File: src/rtl/fetch_unit.sv
// Byte-serial instruction fetch for a Y86-64 style core.
// Assembles one instruction over a req/ack byte port and hands it to decode.
module fetch_unit #(
  parameter logic [63:0] RESET_PC = 64'h0
) (
  input  logic        clk_i,
  input  logic        rst_i,
  output logic        imem_req_o,
  output logic [63:0] imem_addr_o,
  input  logic        imem_ack_i,
  input  logic [7:0]  imem_data_i,
  input  logic        imem_err_i,
  input  logic        F_stall_i,
  input  logic [3:0]  M_icode_i,
  input  logic        M_cnd_i,
  input  logic [63:0] M_valA_i,
  input  logic [3:0]  W_icode_i,
  input  logic [63:0] W_valM_i,
  output logic [3:0]  f_icode_o,
  output logic [3:0]  f_ifun_o,
  output logic [3:0]  f_rA_o,
  output logic [3:0]  f_rB_o,
  output logic [3:0]  f_stat_o,
  output logic [63:0] f_valC_o,
  output logic [63:0] f_valP_o,
  output logic        f_valid_o,
  output logic        f_busy_o
);

  localparam logic [3:0] STAT_AOK = 4'd1;
  localparam logic [3:0] STAT_HLT = 4'd2;
  localparam logic [3:0] STAT_ADR = 4'd3;
  localparam logic [3:0] STAT_INS = 4'd4;
  localparam logic [3:0] REG_NONE = 4'hF;

  typedef enum logic [2:0] {S_BYTE0, S_REGS, S_CONST, S_DONE, S_HALTED} state_t;

  function automatic logic has_regs(input logic [3:0] ic);
    case (ic)
      4'h2, 4'h3, 4'h4, 4'h5, 4'h6, 4'hA, 4'hB: has_regs = 1'b1;
      default:                                  has_regs = 1'b0;
    endcase
  endfunction

  function automatic logic has_const(input logic [3:0] ic);
    case (ic)
      4'h3, 4'h4, 4'h5, 4'h7, 4'h8: has_const = 1'b1;
      default:                      has_const = 1'b0;
    endcase
  endfunction

  function automatic logic [3:0] instr_len(input logic [3:0] ic);
    instr_len = 4'd1 + (has_regs(ic) ? 4'd1 : 4'd0) + (has_const(ic) ? 4'd8 : 4'd0);
  endfunction

  state_t      state_q, state_d;
  logic [63:0] pc_q, pc_d;
  logic [2:0]  cnt_q, cnt_d;
  logic        pend_q, pend_d;
  logic [63:0] pend_pc_q, pend_pc_d;
  logic [3:0]  icode_q, icode_d, ifun_q, ifun_d, ra_q, ra_d, rb_q, rb_d, stat_q, stat_d;
  logic [63:0] valc_q, valc_d, valp_q, valp_d;

  logic        fetching, ack, redir;
  logic [63:0] redir_pc;
  logic [3:0]  byte_icode;

  assign fetching   = (state_q == S_BYTE0) || (state_q == S_REGS) || (state_q == S_CONST);
  assign imem_req_o = fetching && !rst_i;
  assign ack        = imem_req_o && imem_ack_i;
  assign byte_icode = imem_data_i[7:4];

  // A mispredicted jump in memory outranks a ret in writeback.
  assign redir    = ((M_icode_i == 4'h7) && !M_cnd_i) || (W_icode_i == 4'h9);
  assign redir_pc = ((M_icode_i == 4'h7) && !M_cnd_i) ? M_valA_i : W_valM_i;

  always_comb begin
    case (state_q)
      S_REGS:  imem_addr_o = pc_q + 64'd1;
      S_CONST: imem_addr_o = pc_q + (has_regs(icode_q) ? 64'd2 : 64'd1) + {61'd0, cnt_q};
      default: imem_addr_o = pc_q;
    endcase
  end

  always_comb begin
    state_d   = state_q;
    pc_d      = pc_q;
    cnt_d     = cnt_q;
    pend_d    = pend_q;
    pend_pc_d = pend_pc_q;
    icode_d   = icode_q;
    ifun_d    = ifun_q;
    ra_d      = ra_q;
    rb_d      = rb_q;
    stat_d    = stat_q;
    valc_d    = valc_q;
    valp_d    = valp_q;
    if (pend_q) begin
      // Draining an abandoned request: the byte is dropped once it arrives.
      if (ack) begin
        pc_d    = redir ? redir_pc : pend_pc_q;
        state_d = S_BYTE0;
        pend_d  = 1'b0;
      end else if (redir) begin
        pend_pc_d = redir_pc;
      end
    end else if (redir) begin
      if (imem_req_o && !imem_ack_i) begin
        pend_d    = 1'b1;
        pend_pc_d = redir_pc;
      end else begin
        pc_d    = redir_pc;
        state_d = S_BYTE0;
      end
    end else if (ack && imem_err_i) begin
      icode_d = 4'h1;
      ifun_d  = 4'h0;
      ra_d    = REG_NONE;
      rb_d    = REG_NONE;
      valc_d  = 64'd0;
      stat_d  = STAT_ADR;
      state_d = S_DONE;
    end else begin
      case (state_q)
        S_BYTE0: if (ack) begin
          icode_d = byte_icode;
          ifun_d  = imem_data_i[3:0];
          ra_d    = REG_NONE;
          rb_d    = REG_NONE;
          valc_d  = 64'd0;
          cnt_d   = 3'd0;
          valp_d  = pc_q + {60'd0, instr_len(byte_icode)};
          if (byte_icode > 4'hB) begin
            stat_d  = STAT_INS;
            state_d = S_DONE;
          end else begin
            stat_d = (byte_icode == 4'h0) ? STAT_HLT : STAT_AOK;
            if (has_regs(byte_icode))       state_d = S_REGS;
            else if (has_const(byte_icode)) state_d = S_CONST;
            else                            state_d = S_DONE;
          end
        end
        S_REGS: if (ack) begin
          ra_d    = imem_data_i[7:4];
          rb_d    = imem_data_i[3:0];
          state_d = has_const(icode_q) ? S_CONST : S_DONE;
        end
        S_CONST: if (ack) begin
          valc_d[{cnt_q, 3'b000} +: 8] = imem_data_i;
          cnt_d = cnt_q + 3'd1;
          if (cnt_q == 3'd7) state_d = S_DONE;
        end
        S_DONE: if (!F_stall_i) begin
          if (stat_q == STAT_AOK) begin
            pc_d    = ((icode_q == 4'h7) || (icode_q == 4'h8)) ? valc_q : valp_q;
            state_d = S_BYTE0;
          end else begin
            state_d = S_HALTED;
          end
        end
        default: ;
      endcase
    end
  end

  always_ff @(posedge clk_i) begin
    if (rst_i) begin
      state_q   <= S_BYTE0;
      pc_q      <= RESET_PC;
      cnt_q     <= 3'd0;
      pend_q    <= 1'b0;
      pend_pc_q <= 64'd0;
      icode_q   <= 4'h1;
      ifun_q    <= 4'h0;
      ra_q      <= REG_NONE;
      rb_q      <= REG_NONE;
      stat_q    <= STAT_AOK;
      valc_q    <= 64'd0;
      valp_q    <= 64'd0;
    end else begin
      state_q   <= state_d;
      pc_q      <= pc_d;
      cnt_q     <= cnt_d;
      pend_q    <= pend_d;
      pend_pc_q <= pend_pc_d;
      icode_q   <= icode_d;
      ifun_q    <= ifun_d;
      ra_q      <= ra_d;
      rb_q      <= rb_d;
      stat_q    <= stat_d;
      valc_q    <= valc_d;
      valp_q    <= valp_d;
    end
  end

  assign f_icode_o = icode_q;
  assign f_ifun_o  = ifun_q;
  assign f_rA_o    = ra_q;
  assign f_rB_o    = rb_q;
  assign f_stat_o  = stat_q;
  assign f_valC_o  = valc_q;
  assign f_valP_o  = valp_q;
  assign f_valid_o = (state_q == S_DONE);
  assign f_busy_o  = !f_valid_o;

endmodule

File: config.mk
export PLATFORM = sky130hd
export DESIGN_NAME = fetch_unit
export DESIGN_NICKNAME = d
export VERILOG_FILES = /design/src/rtl/fetch_unit.sv
export SDC_FILE = /design/constraint.sdc
export NUM_CORES = 1
export LEC_CHECK = 0
export CAP_MARGIN = 15
export CORE_MARGIN = 10
export CORE_UTILIZATION = 55
export CTS_CLUSTER_DIAMETER = 50
export CTS_CLUSTER_SIZE = 16
export DETAILED_ROUTE_END_ITERATION = 16
export MAX_ROUTING_LAYER = met4
export PLACE_DENSITY = 0.95
export SLEW_MARGIN = 30
export SYNTH_ARGS = -nofsm -noshare
export SYNTH_HDL_FRONTEND = slang
export SYNTH_SLANG_ARGS = --single-unit
export TNS_END_PERCENT = 100
File: constraint.sdc
create_clock -name clk_i -period 7.7 [get_ports clk_i]
set_clock_uncertainty 0.15 [all_clocks]
set_input_delay 1.54 -clock clk_i [delete_from_list [all_inputs] [get_ports clk_i]]
set_output_delay 1.54 -clock clk_i [all_outputs]
set_load 0.005 [all_outputs]
==> results.md <==
* Status: complete, no violations
* Leak at 6.84 nW
* GRT met1 Usage at 41.9%
* Pin count of the biggest net entering global routing at 83
* Post-synth top flop: dfxtp_1
* Simple-gate share of the synthesized area at 22.2%
* Via count at 16400
* DRT Pass-1 Iters at 6
* First-pass GRT wire length at 98100 um
* Worst Path Max Fanout at 7
* Core Area at 27900 sq um
* Delay-heaviest family, CP: simple AND/OR/NAND/NOR gates
* Die height at 188 um
* Peak VDD IR at 0.200 mV
* Hold_ws at 300 ps
* Num CTS Buffers at 29
* CP endpoint kind: primary output
* Fillers at 2067
* Mapped Area at 15600 sq um
* Adder-cell area share of the yosys netlist at 1.64%
* Clock sinks at 282
* Clk root buf: clkbuf_16
* Maximum root-to-sink buffer count at 3
* Post-layout util at 71.9%
* Kind of critical path: reg2out
* WP data arrival at 4700 ps
* Crit-path max cell delay at 600 ps
* Post-CTS setup buffers at 0
* Share of layout cells above drive strength 1 at 5.40%
* Synth Area in XOR/XNOR at 6.64%
* Post-synthesis mux area share at 8.46%
* Syn Nets at 2037
* RSZ-0062 raised after global routing: false
* EDFF count, synth at 0
* Avg Cell Area, Syn at 8.33 sq um
* Synth warnings at 0
* Rows at 61
* Synth cell types at 76
* Routing usage on met3 at 7.02%
* Main combinational cell family by area after synthesis: simple AND/OR/NAND/NOR gates
* Hold Vio Cnt, Final at 0
* Initial DRC count at 2153
* Flops & latches, synth at 282
* Initial Utilization at 55.9%
* Worst Setup Start Kind: register
* Slew @ Worst Pin at 1010 ps
* Vias in the first global route at 16100
* Final period util at 83.0%
* Die W at 188 um
* Vias/cell at 6.55
* Final setup vio count at 0
* WP buf/inv at 2
* CTS tree: built
* Worst Path Required at 6010 ps
* Gpl congestion at 1.03
* Residual DRC at 0
* Full die area at 35400 sq um
* Clk_lat worst skew at 560 ps
* Hold Buf Count CTS at 0
* ANT cells at 0
* I/O pins at 365
* Async SR Flop Fraction at 0%
* Tmin final at 6390 ps
* Slowest cell on the critical path: clkdlybuf4s50_1
* Final WL at 64900 um
* Register area at 5650 sq um
* Top cell by count, worst path: a21oi_1
* Initial antenna violation count at 0
* Max cap viols at 0
* GR Util All Layers at 35.6%
* M2 GR Usage at 57.5%
* Area occupied by multi-input gates at 9180 sq um
* Busiest grt layer: met2
* Post-cts resize count at 0
* PortBufs at 363
* Slew Limit Headroom at 32.4%
* Complex-gate fraction of the synthesized area at 19.6%
* Setup TNS at 0 ps
* Nets at 2280
* Layout area overhead at 28.7%
* Sequential area share after synthesis at 36.3%
* CTS HTree Levels at 1
* Worst min path class: reg2reg
* ANT nets after route at 0
* Synth Instances at 1869
* GR Overflow Total at 0
* Final Max Tran Viols at 0
* Pwr Density at 174 nW/um^2
* Worst-path cell chain: nand2b_1, a21oi_1, a21oi_1, fa_1, inv_1, ha_1, fa_1, a21oi_1, o32ai_4, nand4_4, or2_1, nor2_4, xor2_1, clkdlybuf4s50_1
* Clk slew on worst S/H paths at 70 ps
* Wire length per cell at 25.9 um
* Max Fclk at 0.156 GHz
* Post-DP HPWL at 48300 um
[power by group]
part           switching, W  internal, W  total (W)
combinational      0.000285     0.000252   0.000538
clock              0.000628     0.000727    0.00135
sequential        0.0000785      0.00151    0.00159
total              0.000992      0.00249    0.00348
[synthesized netlist by cell type (all sizes together) (45+ instances only)]
library cell,instances,area (sq um)
nor2,243,940
a211oi,139,1060
clkbuf,94,359
dfxtp,282,5650
a21oi,48,248
xor2,54,473
nand4,47,322
o21ai,49,245
mux2i,127,1270
nand3,48,250
buf,74,382
nor3,60,320
xnor2,64,561
o211ai,45,338
nand2,209,785
[sequential cells by signal (all words and copies together), names as in the netlist]
register   count
cnt_q          3
f_icode_o      4
f_ifun_o       4
f_rA_o         4
f_rB_o         4
f_stat_o       3
f_valC_o      64
f_valP_o      64
pc_q          64
pend_pc_q     64
pend_q         1
state_q        3
[logic make-up after synthesis]
| logic type | count (synthesis) |
|---|---|
| AO/OA/AOI/OAI | 408 |
| XOR/XNOR | 118 |
| adder cells (fa/ha/maj) | 18 |
| buffers and inverters | 186 |
| flip-flops | 282 |
| multiplexers | 131 |
| other | 1 |
| AND/OR/NAND/NOR | 725 |
[metrics by stage]
stage,cells,setup WS [ps],total power (W),cell area [sq um]
2_1_floorplan,1869,3210,0.00186,15600
3_3_place_gp,2459,2070,0.00212,19100
3_5_place_dp,2459,2020,0.00214,19100
4_1_cts,2507,1440,0.00347,20000
5_1_grt,2507,1170,0.00358,20000
6_report,2507,1310,0.00348,20000
[cells in the final DEF (no fill, tap or decap), types with 45 or more instances in the layout]
cell,n
clkdlybuf4s50_1,362
dfxtp_1,281
nor2_1,233
nand2_1,208
a211oi_1,138
mux2i_1,127
xnor2_1,64
nor3_1,56
xor2_1,54
o21ai_0,47
nand3_1,46
a21oi_1,45
o211ai_1,45
[final timing paths]
check	startpoint	to	slack, ps	cells after the start
worst max register to register	pend_q	pc_q[48]	3890	6
worst min-delay path	f_ifun_o[2]	f_ifun_o[2]	300	2
worst min register to register	f_ifun_o[2]	f_ifun_o[2]	300	2
worst max-delay path	f_icode_o[3]	imem_addr_o[63]	1310	14
[tightest hold or removal path, delay by kind of cell, from the launching register on]
kind / cells / cell delay (ps)
DFF: 1 / 310
and+or+nand+nor: 1 / 50
AOI/OAI and AO/OA: 1 / 50
[area by class of cell]
type | count | share of cell area (%)
clock buffer | 36 | 3.85
clock inverter | 12 | 0.643
inverter | 18 | 0.337
multi-input combinational | 1401 | 45.8
sequential | 282 | 28.2
tap | 378 | 2.36
timing repair buffer | 380 | 18.8
[routing by layer]
layer | routed length, um | part of all wire (%) | up-vias
li1 | - | - | 7224
met1 | 24000 | 37 | 7772
met2 | 30100 | 46 | 1166
met3 | 6840 | 11 | 261
met4 | 3890 | 6.0 | 0
met5 | 0 | 0 | -
(Power assumes the default switching activity.)
